===== src/rtl/uart_frame_pkg.sv =====
// Shared types for the UART frame parser: FSM state and error code encodings.
package uart_frame_pkg;

    localparam logic [7:0] DEFAULT_SYNC_BYTE = 8'hA5;

    localparam logic [2:0] ST_HUNT    = 3'd0;
    localparam logic [2:0] ST_LEN     = 3'd1;
    localparam logic [2:0] ST_PAYLOAD = 3'd2;
    localparam logic [2:0] ST_CSUM    = 3'd3;
    localparam logic [2:0] ST_EMIT    = 3'd4;

    typedef enum logic [2:0] {
        HUNT    = ST_HUNT,
        LEN     = ST_LEN,
        PAYLOAD = ST_PAYLOAD,
        CSUM    = ST_CSUM,
        EMIT    = ST_EMIT
    } frameState_t;

    typedef enum logic [1:0] {
        ERR_CSUM    = 2'd0,
        ERR_BADLEN  = 2'd1,
        ERR_TIMEOUT = 2'd2,
        ERR_OVERRUN = 2'd3
    } errCode_t;

endpackage


===== src/rtl/uart_frame_timer.sv =====
// Inter-byte timeout counter; only built when UART_FRAME_TIMEOUT_EN is defined.
module uart_frame_timer #(
    parameter int TIMEOUT_CYCLES = 17360
) (
    input  logic clk,
    input  logic reset,
    input  logic clear,
    input  logic enable,
    output logic expired
);

    localparam int CW = $clog2(TIMEOUT_CYCLES + 1);

    logic [CW-1:0] count;

    always_ff @(posedge clk or posedge reset) begin
        if (reset) begin
            count <= '0;
        end else if (clear || !enable) begin
            count <= '0;
        end else if (!expired) begin
            count <= count + CW'(1);
        end
    end

    // Fires on the cycle the count reaches TIMEOUT_CYCLES-1 so the registered error lands exactly TIMEOUT_CYCLES after the last byte.
    assign expired = enable && (count == CW'(TIMEOUT_CYCLES - 1));

endmodule


===== src/rtl/uart_frame_parser.sv =====
// Sync/length/checksum frame parser behind a UART receiver; releases only verified payloads.
// Optional inter-byte timeout enabled by defining UART_FRAME_TIMEOUT_EN.
module uart_frame_parser
    import uart_frame_pkg::*;
#(
    parameter logic [7:0] SYNC_BYTE      = DEFAULT_SYNC_BYTE,
    parameter int         MAX_LEN        = 16,
    parameter int         TIMEOUT_CYCLES = 17360
) (
    input  logic       clk,
    input  logic       reset,
    input  logic [7:0] rxData,
    input  logic       rxValid,
    output logic [7:0] outData,
    output logic       outValid,
    input  logic       outReady,
    output logic       outLast,
    output logic       frameOk,
    output logic       frameErr,
    output logic [1:0] errCode,
    output logic       busy
);

    localparam int IW = $clog2(MAX_LEN + 1);
    localparam int AW = (MAX_LEN > 1) ? $clog2(MAX_LEN) : 1;
    localparam logic [IW-1:0] ONE = IW'(1);

    if (MAX_LEN < 1 || MAX_LEN > 255 || TIMEOUT_CYCLES < 1) begin : gBadParam
        $error("uart_frame_parser: parameter out of range");
    end

    frameState_t   state, stateNext;
    errCode_t      errNext;
    logic          errPulse, okPulse, timeoutHit;
    logic [IW-1:0] len, idx, rdIdx, rdNext;
    logic [7:0]    sum;
    logic [7:0]    payloadBuf [MAX_LEN];

`ifdef UART_FRAME_TIMEOUT_EN
    uart_frame_timer #(.TIMEOUT_CYCLES(TIMEOUT_CYCLES)) uTimer (
        .clk     (clk),
        .reset   (reset),
        .clear   (rxValid),
        .enable  (state == LEN || state == PAYLOAD || state == CSUM),
        .expired (timeoutHit)
    );
`else
    assign timeoutHit = 1'b0;
`endif

    assign rdNext = rdIdx + ONE;

    always_comb begin
        stateNext = state;
        errPulse  = 1'b0;
        okPulse   = 1'b0;
        errNext   = errCode_t'(errCode);
        case (state)
            HUNT: begin
                if (rxValid && rxData == SYNC_BYTE) stateNext = LEN;
            end
            LEN: begin
                if (rxValid) begin
                    if (rxData == 8'h00 || rxData > 8'(MAX_LEN)) begin
                        errPulse  = 1'b1;
                        errNext   = ERR_BADLEN;
                        stateNext = HUNT;
                    end else begin
                        stateNext = PAYLOAD;
                    end
                end else if (timeoutHit) begin
                    errPulse  = 1'b1;
                    errNext   = ERR_TIMEOUT;
                    stateNext = HUNT;
                end
            end
            PAYLOAD: begin
                if (rxValid) begin
                    if (idx + ONE == len) stateNext = CSUM;
                end else if (timeoutHit) begin
                    errPulse  = 1'b1;
                    errNext   = ERR_TIMEOUT;
                    stateNext = HUNT;
                end
            end
            CSUM: begin
                if (rxValid) begin
                    if (8'(sum + rxData) == 8'h00) begin
                        okPulse   = 1'b1;
                        stateNext = EMIT;
                    end else begin
                        errPulse  = 1'b1;
                        errNext   = ERR_CSUM;
                        stateNext = HUNT;
                    end
                end else if (timeoutHit) begin
                    errPulse  = 1'b1;
                    errNext   = ERR_TIMEOUT;
                    stateNext = HUNT;
                end
            end
            EMIT: begin
                if (rxValid) begin
                    errPulse = 1'b1;
                    errNext  = ERR_OVERRUN;
                end
                if (outValid && outReady && outLast) stateNext = HUNT;
            end
            default: stateNext = HUNT;
        endcase
    end

    always_ff @(posedge clk or posedge reset) begin
        if (reset) begin
            state    <= HUNT;
            len      <= '0;
            idx      <= '0;
            rdIdx    <= '0;
            sum      <= '0;
            outData  <= '0;
            outValid <= 1'b0;
            outLast  <= 1'b0;
            frameOk  <= 1'b0;
            frameErr <= 1'b0;
            errCode  <= '0;
            busy     <= 1'b0;
        end else begin
            state    <= stateNext;
            busy     <= (stateNext != HUNT);
            frameOk  <= okPulse;
            frameErr <= errPulse;
            if (errPulse) errCode <= errNext;
            case (state)
                LEN: begin
                    if (rxValid) begin
                        len <= rxData[IW-1:0];
                        sum <= rxData;
                        idx <= '0;
                    end
                end
                PAYLOAD: begin
                    if (rxValid) begin
                        sum <= sum + rxData;
                        idx <= idx + ONE;
                    end
                end
                CSUM: begin
                    // First byte is presented alongside frameOk, so EMIT starts with data already valid.
                    if (okPulse) begin
                        rdIdx    <= '0;
                        outData  <= payloadBuf[0];
                        outValid <= 1'b1;
                        outLast  <= (len == ONE);
                    end
                end
                EMIT: begin
                    if (outValid && outReady) begin
                        if (outLast) begin
                            outValid <= 1'b0;
                            outLast  <= 1'b0;
                        end else begin
                            rdIdx   <= rdNext;
                            outData <= payloadBuf[rdNext[AW-1:0]];
                            outLast <= (rdNext == len - ONE);
                        end
                    end
                end
                default: ;
            endcase
        end
    end

    always_ff @(posedge clk) begin
        if (state == PAYLOAD && rxValid) payloadBuf[idx[AW-1:0]] <= rxData;
    end

endmodule


===== config.mk =====
export PLATFORM = sky130hd
export DESIGN_NAME = uart_frame_parser
export DESIGN_NICKNAME = d
export VERILOG_FILES = /design/src/rtl/uart_frame_pkg.sv /design/src/rtl/uart_frame_timer.sv /design/src/rtl/uart_frame_parser.sv
export SDC_FILE = /design/constraint.sdc
export NUM_CORES = 1
export LEC_CHECK = 0
export CORE_ASPECT_RATIO = 1.4
export CORE_MARGIN = 5
export CORE_UTILIZATION = 33
export DETAILED_ROUTE_END_ITERATION = 12
export GPL_ROUTABILITY_DRIVEN = 0
export SLEW_MARGIN = 15
export SYNTH_ARGS = -nofsm -noshare
export SYNTH_HDL_FRONTEND = slang
export SYNTH_SLANG_ARGS = --single-unit

===== constraint.sdc =====
create_clock -name clk -period 2.9 [get_ports clk]
set_input_delay 0.58 -clock clk [delete_from_list [all_inputs] [get_ports clk]]
set_output_delay 0.58 -clock clk [all_outputs]
set_load 0.03 [all_outputs]

==> results.md <==
- Status: finished clean
- Layout fillers: 2058
- Rows: 65
- Initial antenna violation count: 0
- Min setup slack post-route: 0.115 ns
- Antenna-violating nets left: 0
- H-tree lvl count: 4
- Post-Syn Nets: 509
- Commonest cells post-synth: edfxtp_1, dfrtp_1, nand2_1, mux4_2, nor2_1
- Vias per cell: 5.08
- Area growth syn-to-layout: 20.5%
- DIE HEIGHT: 189 um
- Yosys reg bits: 169
- Critical path startpoint category: input port
- DR vias: approximately 4400
- # nets final: 580
- Hold-fix buffers, CTS: 0
- Leak: 3.38 nW
- WP data arrival: 3.06 ns
- Initial Util: 33.5%
- Crit path buf inv count: 3
- Clock latency on the worst-skew pair: approximately 0.43 ns
- Vias in the first global route: 4744
- Setup TNS: 0 ns
- Die Width: 138 um
- Critical path data required time: 3.18 ns
- Flop pwr share: 50.0%
- Final Hold Viols: 0
- Drt total wl: 17.3 mm
- Placed cell count: 835
- Seq/Total Area, Yosys: about 65%
- Critical path's top delay family: compound AO/OA/AOI/OAI gates
- Final worst-path cycle share: 96.0%
- Final instance area: 9080 um2
- Final HPWL from detailed placement: 12.0 mm
- CP endpoint kind: flop
- Worst relative slew slack: between 30% and 40%
- Max Slew Vio Count: 0
- Synth area leaders: edfxtp_1, dfrtp_1, mux4_2
- RSZ-0062 raised after global routing: no
- Cts bufs inserted: 17
- TritonRoute pass-1 iters: 5
- Clk sink count: around 170
- Critical path class: input port to flop
- Ports: 27
- Top FF cell, synth: edfxtp_1
- Core area: 22500 um2
- Hold Path Class: flop to flop
- Post-synth cell types: between 60 and 70
- Post-Layout Cell Count: 867
- Remaining DRCs: 0
- Switching share of total power: a little under a quarter
- Number of DRC markers in iteration 0: roughly 370
- Post-DP Area: 8460 um2
- CP max stage delay: 0.41 ns
- CP Cell Sequence: clkdlybuf4s50_1 -> buf_6 -> fa_2 -> a211o_1 -> and4b_1 -> a311oi_2 -> and4b_2 -> a21oi_4 -> buf_12 -> mux2i_1
- Slew @ Worst Pin: 0.929 ns
- Max-cap violations: 0
- # diodes: 0
- Worst-path clk slew: around 0.070 ns
- Worst Hold Path Cells: 1
- EDFF count, synth: about 130
- Worst vdd ir: 0.306 mV
- CTS Root Cell: clkbuf_16
- Worst clock skew: 0.0146 ns
- P_int: 4.11 mW
- First-pass GRT wire length: 27.3 mm
- Layout cell share with drive strength beyond 1: between 20% and 30%
- Crit path depth: 10
- Critical Path Fanout Max: 7
- Cell count after synthesis: just under 500
- Total track usage: 14.1%
- Yosys warns: 0
- Cell area after synthesis: between 7000 and 8000 um2
- Net Switching: 1.23 mW
- Largest net degree at the start of global routing: 36
- CTS max path bufs: 2
- Final setup fails: 0
- Port Buf Inserts: 26
- Clock power frac: a little over two fifths
- Post-synth ARST share: 24.3%
- Fin crit period: 2.78 ns
- Top cell type by total area after synthesis: edfxtp_1
- Die ar.: roughly 26000 um2
- Critical path's slowest cell: clkdlybuf4s50_1
- R2R depth: 9
- Comb pwr share: 7.8%
- Count leader, synth: edfxtp_1
- Placement Setup Slack: -0.564 ns
- Max Fclk: 359 MHz
- TritonCTS clock tree: built
- PnR Total Power: 5.34 mW
- Pwr Density: 588 nW/um2
- Top cell type's share of synthesized area: between 50% and 60%
- Mapped Avg Cell Area: 15.6 um2
- WL per Instance: 20.0 um
- Total gr overflow: 0
[path summary, 6_finish.rpt]
| kind | slack, ns | from | to |
|---|---|---|---|
| min reg2reg | 0.50 | sum[7]$_DFFE_PP0P_ | sum[7]$_DFFE_PP0P_ |
| min | 0.50 | sum[7]$_DFFE_PP0P_ | sum[7]$_DFFE_PP0P_ |
| max in group asynchronous | 1.63 | reset | idx[3]$_DFFE_PP0P_ |
| max reg2reg | 0.16 | sum[0]$_DFFE_PP0P_ | outData[2]$_DFFE_PP0P_ |
| min in group asynchronous | 0.56 | reset | outData[1]$_DFFE_PP0P_ |
| max | 0.12 | rxData[1] | outData[2]$_DFFE_PP0P_ |
[per-stage QoR]
stage                     hold WS (ns)  util [%]
final                            0.499      40.3
after global routing             0.517      40.3
after CTS                        0.504      40.2
after detailed placement         0.489      37.6
after global placement           0.473      37.6
after floorplan                  0.454         -
[final cells by class]
cell class,instances,area [um2],area share [%]
clock inverter,14,158,1.74
multi-input combinational,276,2530,27.8
sequential,169,4870,53.6
clock buffer,18,429,4.72
inverter,16,60.1,0.661
tap,301,377,4.15
timing repair buffer,73,661,7.27
[cell usage in the layout, fill, tap and decap left out, drive strengths merged, types with 3 or more instances in the layout]
master / Yosys / routed
a21o: 5 / 5
a21oi: 14 / 14
and2: 12 / 12
nand3: 8 / 8
dfrtp: 41 / 41
clkdlybuf4s50: 0 / 25
xor2: 12 / 12
mux2i: 12 / 12
mux2: 15 / 15
clkinvlp: 0 / 3
nor2b: 3 / 3
nand2: 36 / 36
mux4: 33 / 33
nor3: 5 / 5
edfxtp: 128 / 128
o211ai: 4 / 4
a222oi: 7 / 7
clkinv: 0 / 3
nor4: 3 / 3
buf: 8 / 47
inv: 16 / 22
or3: 3 / 3
xnor2: 9 / 9
ha: 14 / 14
and3: 8 / 8
nor2: 17 / 17
o22ai: 4 / 4
clkbuf: 13 / 18
o21ai: 13 / 13
[flip-flops by register name (all words and copies together), names as in the netlist]
signal	flops
busy	1
idx	5
frameOk	1
rdIdx	5
outLast	1
outData	8
errCode	2
state	3
payloadBuf	128
outValid	1
frameErr	1
sum	8
len	5
[routing by layer]
layer	global-route usage, %	part of all wire, %	routed length, um
met5	0	0	0
met4	7.87	5.0	859
met3	2.08	3.0	513
met2	25.1	54	9370
met1	15.9	38	6590
[what timing repair did]
item,4_1_cts,5_1_grt
setup endpoints to repair,18,19
buffers inserted,0,0
pin swaps,2,9
gates resized for setup,3,8
[kinds of logic (layout without fill, tap and decap cells)]
| logic type | count (synthesis) | count (layout) | share of synthesized area [%] |
|---|---|---|---|
| compound gates | 69 | 69 | 6.66 |
| fa+ha+maj | 15 | 15 | 2.59 |
| mux | 60 | 60 | 13.7 |
| flops | 169 | 169 | 64.6 |
| xor+xnor | 21 | 21 | 2.44 |
| buf+inv | 37 | 121 | 2.18 |
| simple gates | 111 | 111 | 7.77 |
[power by group through the flow]
stage	Clock (mW)	Combinational [mW]	Sequential [mW]
2_1_floorplan	0	0.222	2.72
3_3_place_gp	0	0.392	2.72
3_5_place_dp	0	0.405	2.72
4_1_cts	2.30	0.414	2.67
5_1_grt	2.40	0.467	2.67
6_report	2.25	0.416	2.67
(Power assumes the default switching activity.)
==> edit (same flow settings) <==
The parameter `MAX_LEN` goes from 16 to 32.
--- a/src/rtl/uart_frame_parser.sv
+++ b/src/rtl/uart_frame_parser.sv
@@ -6,3 +6,3 @@
     parameter logic [7:0] SYNC_BYTE      = DEFAULT_SYNC_BYTE,
-    parameter int         MAX_LEN        = 16,
+    parameter int         MAX_LEN        = 32,
     parameter int         TIMEOUT_CYCLES = 17360
Function: changed (Yosys sat finds a counterexample within 4 cycles, from zero or initial values and one cycle with reset high).
==> edit against the original RTL <==
  * Total power increased by 67%
  * Worst setup slack improved by 8.9 ps
  * Global-route usage is 0.10 points higher
  * Largest power group unchanged
  * Clock power is 57% higher
  * Utilization down 0.18 points
  * Final cell count rose by 67%
  * Synthesized area increased by 70%
  * Synthesized cell count is 61% higher
  * Wire length is 74% higher
  * Fmax rose by 0.32%
  * Sequential cell count grew 131
  * Final area increased by 70%
==> edit: results (changes against the original RTL) <==
drt wl/cell -> 20.9 um (was 20.0 um)
Crit Reg-Reg Startpoint -> sum[1] (was sum[0])
vias in the first global route -> 7,476 (was 4,744)
CP max stage delay -> 560 ps (was 410 ps)
VDD IR-drop max -> 321 uV (was 306 uV)
Vias -> 7,166 (was 4,403)
Pre-antenna DRT Iters -> 5 (unchanged)
root buffer selected by CTS -> clkbuf_16 (unchanged)
r2r worst-path depth -> 8 (was 9)
worst-skew pair later-pin latency -> 540 ps (was 430 ps)
CTS clk-pin slew, worst paths -> 70 ps (about the same)
Critical Path Slowest Stage Cell -> or4b_4 (was clkdlybuf4s50_1)
pre-CTS setup slack -> -668 ps (was -564 ps)
Post-synth EDFFs -> 256 (was 128)
Crit Path Category -> in -> reg (unchanged)
Num CTS Buffers -> 27 (was 17)
syn_nets -> 805 (was 509)
worst-path maximum fanout -> 5 (was 7)
Slew headroom -> 56.4% (was 37.7%)
reg-to-reg setup timing slack -> 140 ps (was 160 ps)
Setup Skew -> 12.7 ps (was 14.6 ps)
first-pass GRT wire length -> 46.5 mm (was 27.3 mm)
Switch Pwr -> 1.92 mW (was 1.23 mW)
min-delay worst type -> in -> async (was reg -> reg)
initial DRC count -> 371 (unchanged)
share of cells above drive strength 1 -> 26.9% (was 25.4%)
largest net degree at the start of global routing -> 38 (was 36)
initial antenna violation count -> 0 (unchanged)
Post-synth top cells -> edfxtp_1, nand2_1, mux4_2 (was edfxtp_1, dfrtp_1, nand2_1)
CP arrival -> 3200 ps (was 3060 ps)
Final #Nets -> 933 (was 580)
Yosys cell types -> 57 (was 65)
Synth warnings -> 0 (unchanged)
leakage -> 5.33 nW (was 3.38 nW)
Tot GR Track Use -> 14.2% (was 14.1%)
final worst setup slack -> 124 ps (was 115 ps)
Synth area leaders -> edfxtp_1, mux4_2, dfrtp_1, nand2_1, nor2_1 (was edfxtp_1, dfrtp_1, mux4_2, ha_1, mux2_2)
clk buf depth -> 3 (was 2)
Critical R2R Capture -> rdIdx[4] (was outData[2])
Area after DPL -> 14,500 sq um (was 8460 sq um)
max reg flops -> 256 (was 128)
Buffers on Ports -> 26 (unchanged)
number of antenna-violating nets in the routed design -> 0 (unchanged)
status -> finished clean (unchanged)
DP HPWL -> 20.7 mm (was 12.0 mm)
diodes inserted -> 0 (unchanged)
CP startpoint -> rxData[4] (was rxData[1])
fillcell total -> 3,484 (was 2,058)
htree depth -> 1 (was 4)
Post-synth ARST share -> 14.7% (was 24.3%)
post-synthesis sequential area ratio -> 68.6% (was 64.6%)
[edit: worst min path at each step]
stage,startpoint,to,slack (ps),cells after the start
CTS,reset,idx[1],330,2
global placement,sum[0],sum[0],490,2
floorplan,sum[0],sum[0],470,2
detailed placement,sum[7],sum[7],500,1
global route,reset,frameOk,340,2
finish,reset,idx[1],340,2
[edit: through the flow]
stage | setup TNS (ps) | instances
global route | 0 | 1447
global placement | -12900 | 1397
finish | 0 | 1447
CTS | 0 | 1447
detailed placement | -13050 | 1397
floorplan | 0 | 778
[edit: logic make-up after synthesis]
| logic type | synth area share, % |
|---|---|
| and+or+nand+nor | 7.46 |
| buffers and inverters | 1.63 |
| adders and majority gates | 1.52 |
| DFF | 68.6 |
| AOI/OAI and AO/OA | 4.95 |
| muxes | 13.8 |
| xor gates and xnor gates | 2.04 |
[edit: cell type report]
class / count / area [sq um] / share of cell area (%)
repair buffers: 137 / 1180 / 7.65
clock inverters: 13 / 126 / 0.820
well taps: 522 / 653 / 4.24
inverters: 9 / 33.8 / 0.219
clock buffers: 35 / 746 / 4.84
multi-input cells: 431 / 3880 / 25.2
flip-flops and latches: 300 / 8790 / 57.0
[edit: power by group through the flow]
stage	registers, mW	clock network (mW)	logic, mW
finish	4.77	3.53	0.609
CTS	4.76	3.63	0.606
detailed placement	4.86	0	0.588
global placement	4.86	0	0.571
global route	4.77	3.78	0.674
floorplan	4.84	0	0.317
[edit: critical path: cells and delay by family]
family,cells,cell delay (ps)
simple gates,4,1230
compound gates,1,210
fa+ha+maj,1,370
mux,1,310
buf+inv,1,500
[edit: layer usage]
| layer | up-vias | track usage (%) | wire, um |
|---|---|---|---|
| li1 | 3311 | - | - |
| met2 | 160 | 25.6 | 16100 |
| met3 | 71 | 1.57 | 975 |
| met5 | - | 0 | 0 |
| met4 | 0 | 7.04 | 1620 |
| met1 | 3624 | 16.6 | 11500 |
[edit: repair_timing]
action                                  in CTS  in global routing
gates resized for setup                      9                  6
gates cloned                                 1                  0
endpoints found under the setup margin      14                 16
buffers inserted                             1                  0
pin swaps                                    4                  5
